### config.mk
export PLATFORM = sky130hd
export DESIGN_NAME = cacheline_adaptor_flat
export DESIGN_NICKNAME = d
export VERILOG_FILES = /design/src/rtl/cacheline_adaptor_pkg.sv /design/src/rtl/cacheline_adaptor_if.sv /design/src/rtl/cacheline_adaptor.sv /design/src/flat_wrapper.sv
export SDC_FILE = /design/constraint.sdc
export NUM_CORES = 1
export LEC_CHECK = 0
export CORE_AREA = 2 2 280 282
export CTS_CLUSTER_DIAMETER = 120
export DETAILED_ROUTE_END_ITERATION = 10
export DIE_AREA = 0 0 282 284
export PLACE_DENSITY = 0.57
export REMOVE_ABC_BUFFERS = 1
export SLEW_MARGIN = 5
export SYNTH_ARGS = -nofsm -noshare
export SYNTH_HDL_FRONTEND = slang
export SYNTH_SLANG_ARGS = --single-unit
### constraint.sdc
create_clock -name clk -period 3 [get_ports clk]
set_input_delay 0.6 -clock clk [delete_from_list [all_inputs] [get_ports clk]]
set_output_delay 0.6 -clock clk [all_outputs]
set_load 0.005 [all_outputs]
### src/rtl/cacheline_adaptor_pkg.sv
`default_nettype none
// ============================================================================
// Module      : cacheline_adaptor_pkg
// Description : Shared types and constants for the cache-line <-> memory-burst
//               adaptor. This package holds the FSM state encoding and the
//               line/burst geometry used by the interface and the adaptor.
// Revision    : 1.0 - initial release
// ============================================================================
package cacheline_adaptor_pkg;

    localparam int LINE_W   = 256;              // cache line width in bits
    localparam int BURST_W  = 64;               // memory burst width in bits
    localparam int BURSTS   = LINE_W / BURST_W; // bursts per cache line
    localparam int ADDR_W   = 32;               // byte address width
    localparam int OFFSET_W = 5;                // byte offset within a 32-byte line

    // Adaptor transfer states. Encoding is fixed so waveforms stay readable.
    typedef enum logic [1:0] {
        IDLE = 2'd0,
        RD   = 2'd1,
        WR   = 2'd2,
        DONE = 2'd3
    } state_t;

endpackage
`default_nettype wire

### src/rtl/cacheline_adaptor_if.sv
`default_nettype none
// ============================================================================
// Module      : cacheline_adaptor_if
// Description : Bundles the cache-side and memory-side signals of the cache
//               line adaptor.
//   Cache side : line_i, line_o, address_i, read_i, write_i, resp_o
//   Memory side: burst_i, burst_o, address_o, read_o, write_o, resp_i
//   Modports   : slave  - the adaptor's view (consumes *_i, drives *_o)
//                master - the environment's view (drives *_i, consumes *_o)
// Revision    : 1.0 - initial release
// ============================================================================
interface cacheline_adaptor_if
    import cacheline_adaptor_pkg::*;
#(
    parameter int s_line  = LINE_W,
    parameter int s_burst = BURST_W
) ();

    // Cache side
    logic [s_line-1:0]  line_i;
    logic [s_line-1:0]  line_o;
    logic [ADDR_W-1:0]  address_i;
    logic               read_i;
    logic               write_i;
    logic               resp_o;

    // Memory side
    logic [s_burst-1:0] burst_i;
    logic [s_burst-1:0] burst_o;
    logic [ADDR_W-1:0]  address_o;
    logic               read_o;
    logic               write_o;
    logic               resp_i;

    modport slave (
        input  line_i,
        input  address_i,
        input  read_i,
        input  write_i,
        output line_o,
        output resp_o,
        input  burst_i,
        input  resp_i,
        output burst_o,
        output address_o,
        output read_o,
        output write_o
    );

    modport master (
        output line_i,
        output address_i,
        output read_i,
        output write_i,
        input  line_o,
        input  resp_o,
        output burst_i,
        output resp_i,
        input  burst_o,
        input  address_o,
        input  read_o,
        input  write_o
    );

endinterface
`default_nettype wire

### src/rtl/cacheline_adaptor.sv
`default_nettype none
// ============================================================================
// Module      : cacheline_adaptor
// Description : Converts single-cycle cache line requests into a sequence of
//               BURSTS memory bursts and back. A write streams the latched line
//               out lowest burst first; a read assembles the incoming bursts
//               into the line buffer lowest burst first. Memory may insert
//               any number of idle (resp_i=0) cycles between bursts.
// Ports       : clk - rising-edge clock
//               rst - asynchronous, active-low reset
//               bus - cacheline_adaptor_if.slave (cache and memory signals)
// Revision    : 1.0 - initial release
// ============================================================================
module cacheline_adaptor
    import cacheline_adaptor_pkg::*;
#(
    parameter int s_line  = LINE_W,
    parameter int s_burst = BURST_W
) (
    input  wire logic           clk,
    input  wire logic           rst,
    cacheline_adaptor_if.slave  bus
);

    localparam int N_BURSTS = s_line / s_burst;

    // ------------------------------------------------------------------
    // State
    // ------------------------------------------------------------------
    state_t                              r_state;
    state_t                              w_next_state;
    logic [1:0]                          r_count;
    // Line buffer viewed as an array of bursts so the burst counter indexes
    // it directly; the packed layout puts burst 0 in the low bits of the line.
    logic [N_BURSTS-1:0][s_burst-1:0]    r_line_buf;
    logic [ADDR_W-1:0]                   r_addr_q;

    logic                                w_last;
    logic                                w_unused_offset;

    assign w_last = (r_count == 2'(N_BURSTS - 1));

    // ------------------------------------------------------------------
    // FSM state register
    // ------------------------------------------------------------------
    always_ff @(posedge clk or negedge rst) begin
        if (!rst) begin
            r_state <= IDLE;
        end else begin
            r_state <= w_next_state;
        end
    end

    // ------------------------------------------------------------------
    // FSM next-state and request/response outputs
    // ------------------------------------------------------------------
    always_comb begin
        w_next_state = r_state;
        bus.read_o   = 1'b0;
        bus.write_o  = 1'b0;
        bus.resp_o   = 1'b0;

        case (r_state)
            IDLE: begin
                // A simultaneous read and write request resolves to the write.
                if (bus.write_i) begin
                    w_next_state = WR;
                end else if (bus.read_i) begin
                    w_next_state = RD;
                end
            end
            RD: begin
                bus.read_o = 1'b1;
                if (bus.resp_i && w_last) begin
                    w_next_state = DONE;
                end
            end
            WR: begin
                bus.write_o = 1'b1;
                if (bus.resp_i && w_last) begin
                    w_next_state = DONE;
                end
            end
            DONE: begin
                bus.resp_o   = 1'b1;
                w_next_state = IDLE;
            end
            default: begin
                w_next_state = IDLE;
            end
        endcase
    end

    // ------------------------------------------------------------------
    // Datapath: address latch, burst counter and line buffer.
    // Request inputs are only sampled in IDLE; resp_i is only honoured in
    // RD/WR, so stray memory responses elsewhere have no effect.
    // ------------------------------------------------------------------
    always_ff @(posedge clk or negedge rst) begin
        if (!rst) begin
            r_count    <= 2'd0;
            r_line_buf <= '0;
            r_addr_q   <= '0;
        end else begin
            case (r_state)
                IDLE: begin
                    if (bus.write_i) begin
                        r_line_buf <= bus.line_i;
                        r_addr_q   <= bus.address_i;
                        r_count    <= 2'd0;
                    end else if (bus.read_i) begin
                        r_addr_q   <= bus.address_i;
                        r_count    <= 2'd0;
                    end
                end
                RD: begin
                    if (bus.resp_i) begin
                        r_line_buf[r_count] <= bus.burst_i;
                        r_count             <= r_count + 2'd1;
                    end
                end
                WR: begin
                    if (bus.resp_i) begin
                        r_count <= r_count + 2'd1;
                    end
                end
                default: begin
                end
            endcase
        end
    end

    // ------------------------------------------------------------------
    // Outputs
    // ------------------------------------------------------------------
    // Memory always sees a line-aligned address.
    assign bus.address_o = {r_addr_q[ADDR_W-1:OFFSET_W], {OFFSET_W{1'b0}}};

    // The read line is the buffer itself; it is only meaningful to the cache
    // when resp_o is high.
    assign bus.line_o = r_line_buf;

    // Outside a write the burst output parks on burst 0 so it does not toggle
    // with the counter during reads.
    assign bus.burst_o = (r_state == WR) ? r_line_buf[r_count] : r_line_buf[0];

    // The offset bits are kept in the address register but never leave it.
    assign w_unused_offset = ^r_addr_q[OFFSET_W-1:0];

endmodule
`default_nettype wire

### src/flat_wrapper.sv
// flat-port wrapper written by rule: the top's interface ports become plain ports
module cacheline_adaptor_flat import cacheline_adaptor_pkg::*;
#(
    parameter int s_line  = LINE_W,
    parameter int s_burst = BURST_W
)
  (clk, rst, bus_line_i, bus_address_i, bus_read_i, bus_write_i, bus_line_o, bus_resp_o, bus_burst_i, bus_resp_i, bus_burst_o, bus_address_o, bus_read_o, bus_write_o);
  cacheline_adaptor_if #(.s_line(s_line), .s_burst(s_burst)) bus_i ();
  input  wire logic clk;
  input  wire logic rst;
  input wire logic [$bits(bus_i.line_i)-1:0] bus_line_i;
  input wire logic [$bits(bus_i.address_i)-1:0] bus_address_i;
  input wire logic [$bits(bus_i.read_i)-1:0] bus_read_i;
  input wire logic [$bits(bus_i.write_i)-1:0] bus_write_i;
  output wire logic [$bits(bus_i.line_o)-1:0] bus_line_o;
  output wire logic [$bits(bus_i.resp_o)-1:0] bus_resp_o;
  input wire logic [$bits(bus_i.burst_i)-1:0] bus_burst_i;
  input wire logic [$bits(bus_i.resp_i)-1:0] bus_resp_i;
  output wire logic [$bits(bus_i.burst_o)-1:0] bus_burst_o;
  output wire logic [$bits(bus_i.address_o)-1:0] bus_address_o;
  output wire logic [$bits(bus_i.read_o)-1:0] bus_read_o;
  output wire logic [$bits(bus_i.write_o)-1:0] bus_write_o;
  assign bus_i.line_i = bus_line_i;
  assign bus_i.address_i = bus_address_i;
  assign bus_i.read_i = bus_read_i;
  assign bus_i.write_i = bus_write_i;
  assign bus_line_o = bus_i.line_o;
  assign bus_resp_o = bus_i.resp_o;
  assign bus_i.burst_i = bus_burst_i;
  assign bus_i.resp_i = bus_resp_i;
  assign bus_burst_o = bus_i.burst_o;
  assign bus_address_o = bus_i.address_o;
  assign bus_read_o = bus_i.read_o;
  assign bus_write_o = bus_i.write_o;
  cacheline_adaptor #(.s_line(s_line), .s_burst(s_burst)) u_core (.clk(clk), .rst(rst), .bus(bus_i));
endmodule
==> out/results.txt <==
CTS Root Cell = clkbuf_16
Lkg Pwr = 11.0 nW
Mean Syn Cell Area = 10.4 um^2
launch point of the worst reg-to-reg path = u_core.r_count[0]
register area share after synthesis = 43.1%
mean number of vias per cell = 4.84
critical path fanouts, max = 6
Sw Share = 38.5%
RSZ-0062 raised after global routing = true
first-pass GRT wire length = 113 mm
flops & latches, synth = 287
CTS max path bufs = 3
switching power = 12.0 mW
Slew HR = 35.7%
FF-to-FF setup slack = 100 ps
layout cell share with drive strength beyond 1 = 23.4%
crit path time final = 2910 ps
fin crit share = 97.1%
Worst Max-Slew Pin Slew = 965 ps
Final GP Congestion = 0.848
die width = 282 um
vias = 16.3k
vias in the first global route = 17.2k
CTS tree = yes
crit path launch = u_core.r_state[0]
clk_skew = 13.2 ps
io pins = 712
Data required, critical path = 2400 ps
Clock power frac = 14.0%
drt first pass iters = 8
Crit. End Element = output port
commonest non-fill, non-tap cells in the layout = clkdlybuf4s50_1, mux2_2, dfrtp_1
Clk Latency, worst-skew pair = 540 ps
max frequency = 343 MHz
FP Rows = 102
number of synthesis warnings = 0
Hold Vio Cnt, Final = 0
CTS Buf Count = 36
post-synth top area share = 43.1%
Pint = 19.2 mW
initial detailed-routing violation count = 1031
Design Power = 31.3 mW
GRT Total Usage = 18.7%
Initial Util = 21.7%
CORE AREA = 77000 um^2
Layout Area Growth over Synthesis = 61.4%
Clock Pin Slew Worst Setup and Hold Paths = 60 ps
startpoint type of the worst setup path = register
WL per Instance = 23.3 um
synthesized area = 16700 um^2
initial antenna violation count = 4
PwrDens = 1160 nW/um^2
worst path arrival time = 2310 ps
Final ANT Viol Nets = 0
fillcell total = 7736
post-synth top area cell = dfrtp_1
DRC viols = 0
DIE AREA = 80100 um^2
drt total wl = 78.3 mm
Synth area leaders = dfrtp_1, mux2_2, a22o_1, o21ai_0, nand3_1
Post-DP Area = 25100 um^2
worst hold path type = input port to asynchronous set/reset pin
grt ovf = 0
dpl hpwl = 52.0 mm
Setup CP Type = register to output port
status = complete, no violations
most common cell after layout, fill and taps aside = clkdlybuf4s50_1
Gate Count Post-Synth = 1603
CTS Sinks = 287
H-Tree Depth = 2
input/output buffers = 701
Reg power frac = 24.3%
Distinct cells, synth = 29
max-slew violations = 0
post-layout instance area = 26900 um^2
largest net degree at the start of global routing = 133
Comb power frac = 61.7%
die height = 284 um
post-layout net count = 2660
final setup violation count = 0
max-cap violations = 0
Peak VDD IR = 1000 uV
-- cell families (layout without fill, tap and decap cells) --
family / Yosys count / count (layout) / synth area share (%)
simple gates: 217 / 217 / 7.79
other cells: 1 / 9 / 0.0225
mux: 350 / 350 / 23.7
fa+ha+maj: 9 / 9 / 0.675
buf+inv: 285 / 998 / 7.75
flops: 287 / 287 / 43.1
compound gates: 454 / 454 / 17.0
-- state kept, by name (all words and copies together), names as in the netlist --
register           count
u_core.bus.line_o    256
u_core.r_addr_q       27
u_core.r_count         2
u_core.r_state         2
-- final cells by class --
cell class	instances	area, um^2	area share, %
antenna	4	10.0	0.0372
clock buffer	58	1110	4.14
clock inverter	6	58.8	0.218
inverter	133	503	1.87
multi-input combinational	1035	8400	31.2
sequential	287	7190	26.7
tap	1040	1300	4.83
timing repair buffer	801	8350	31.0
-- power groups by stage --
stage | Clock (mW) | Sequential [mW] | Combinational [mW]
global route | 4.68 | 7.85 | 20.4
finish | 4.38 | 7.59 | 19.3
detailed placement | 0 | 7.57 | 18.6
CTS | 4.52 | 7.54 | 19.3
floorplan | 0 | 7.52 | 8.07
global placement | 0 | 7.45 | 18.5
-- metrics by stage --
stage / setup slack [ps] / cells / util, % / TNS (ps) / hold WS [ps]
6_report: 87.5 / 3364 / 35.0 / 0 / 98.7
5_1_grt: -41.8 / 3362 / 35.0 / -88.5 / 122
4_1_cts: -144 / 3356 / 34.9 / -1920 / 95.4
3_5_place_dp: 282 / 3258 / 32.6 / 0 / 493
3_3_place_gp: 318 / 3258 / 32.6 / 0 / 490
2_1_floorplan: -5710 / 1455 / - / -1360750 / 304
-- metal layers --
| metal | vias up | wire length (um) | track usage, % | part of all wire, % |
|---|---|---|---|---|
| met1 | 8107 | 30200 | 21.8 | 39 |
| met2 | 800 | 38600 | 32.3 | 49 |
| met5 | - | 24 | 0 | 0.031 |
| li1 | 7207 | - | - | - |
| met4 | 4 | 2920 | 8.18 | 3.7 |
| met3 | 150 | 6580 | 4.58 | 8.4 |
-- worst max-delay path: stages, from the launching register on --
cell and delay, ps:
dfrtp_1 380, inv_2 80, ha_4 160, buf_6 140
nand2_8 100, buf_12 180, buf_16 140, buf_4 160
o22ai_2 140, a21oi_2 60, clkdlybuf4s15_1 220
-- worst paths after layout --
path	end	cells after the start
worst max register to register	u_core.bus.line_o[46]	9
worst min-delay path	u_core.bus.line_o[95]	1
worst min register to register	u_core.r_addr_q[18]	1
max in group asynchronous	u_core.bus.line_o[237]	2
worst max-delay path	bus_burst_o[5]	10
min in group clk	u_core.r_addr_q[18]	1
-- repair_timing --
item | in CTS | in global routing
pin swaps | 12 | 4
gates resized for setup | 101 | 55
hold buffers | 0 | 0
gates cloned | 11 | 0
setup buffers | 23 | 5
setup endpoints to repair | 61 | 35
endpoints found under the hold margin | 0 | 0
-- cells in the mapped netlist (all sizes together) --
master  instances
a21o            1
a21oi          65
a22o          128
and2            2
buf            58
clkbuf         94
conb            1
dfrtp         287
ha              9
inv           133
mux2          349
mux2i           1
nand2           5
nand2b          2
nand3         130
nand3b         64
nor2            2
nor2b           6
nor3            4
nor3b           1
o21ai         194
o22ai          65
o31ai           1
or3             1
Note: power is estimated with default switching activity, not from simulation.
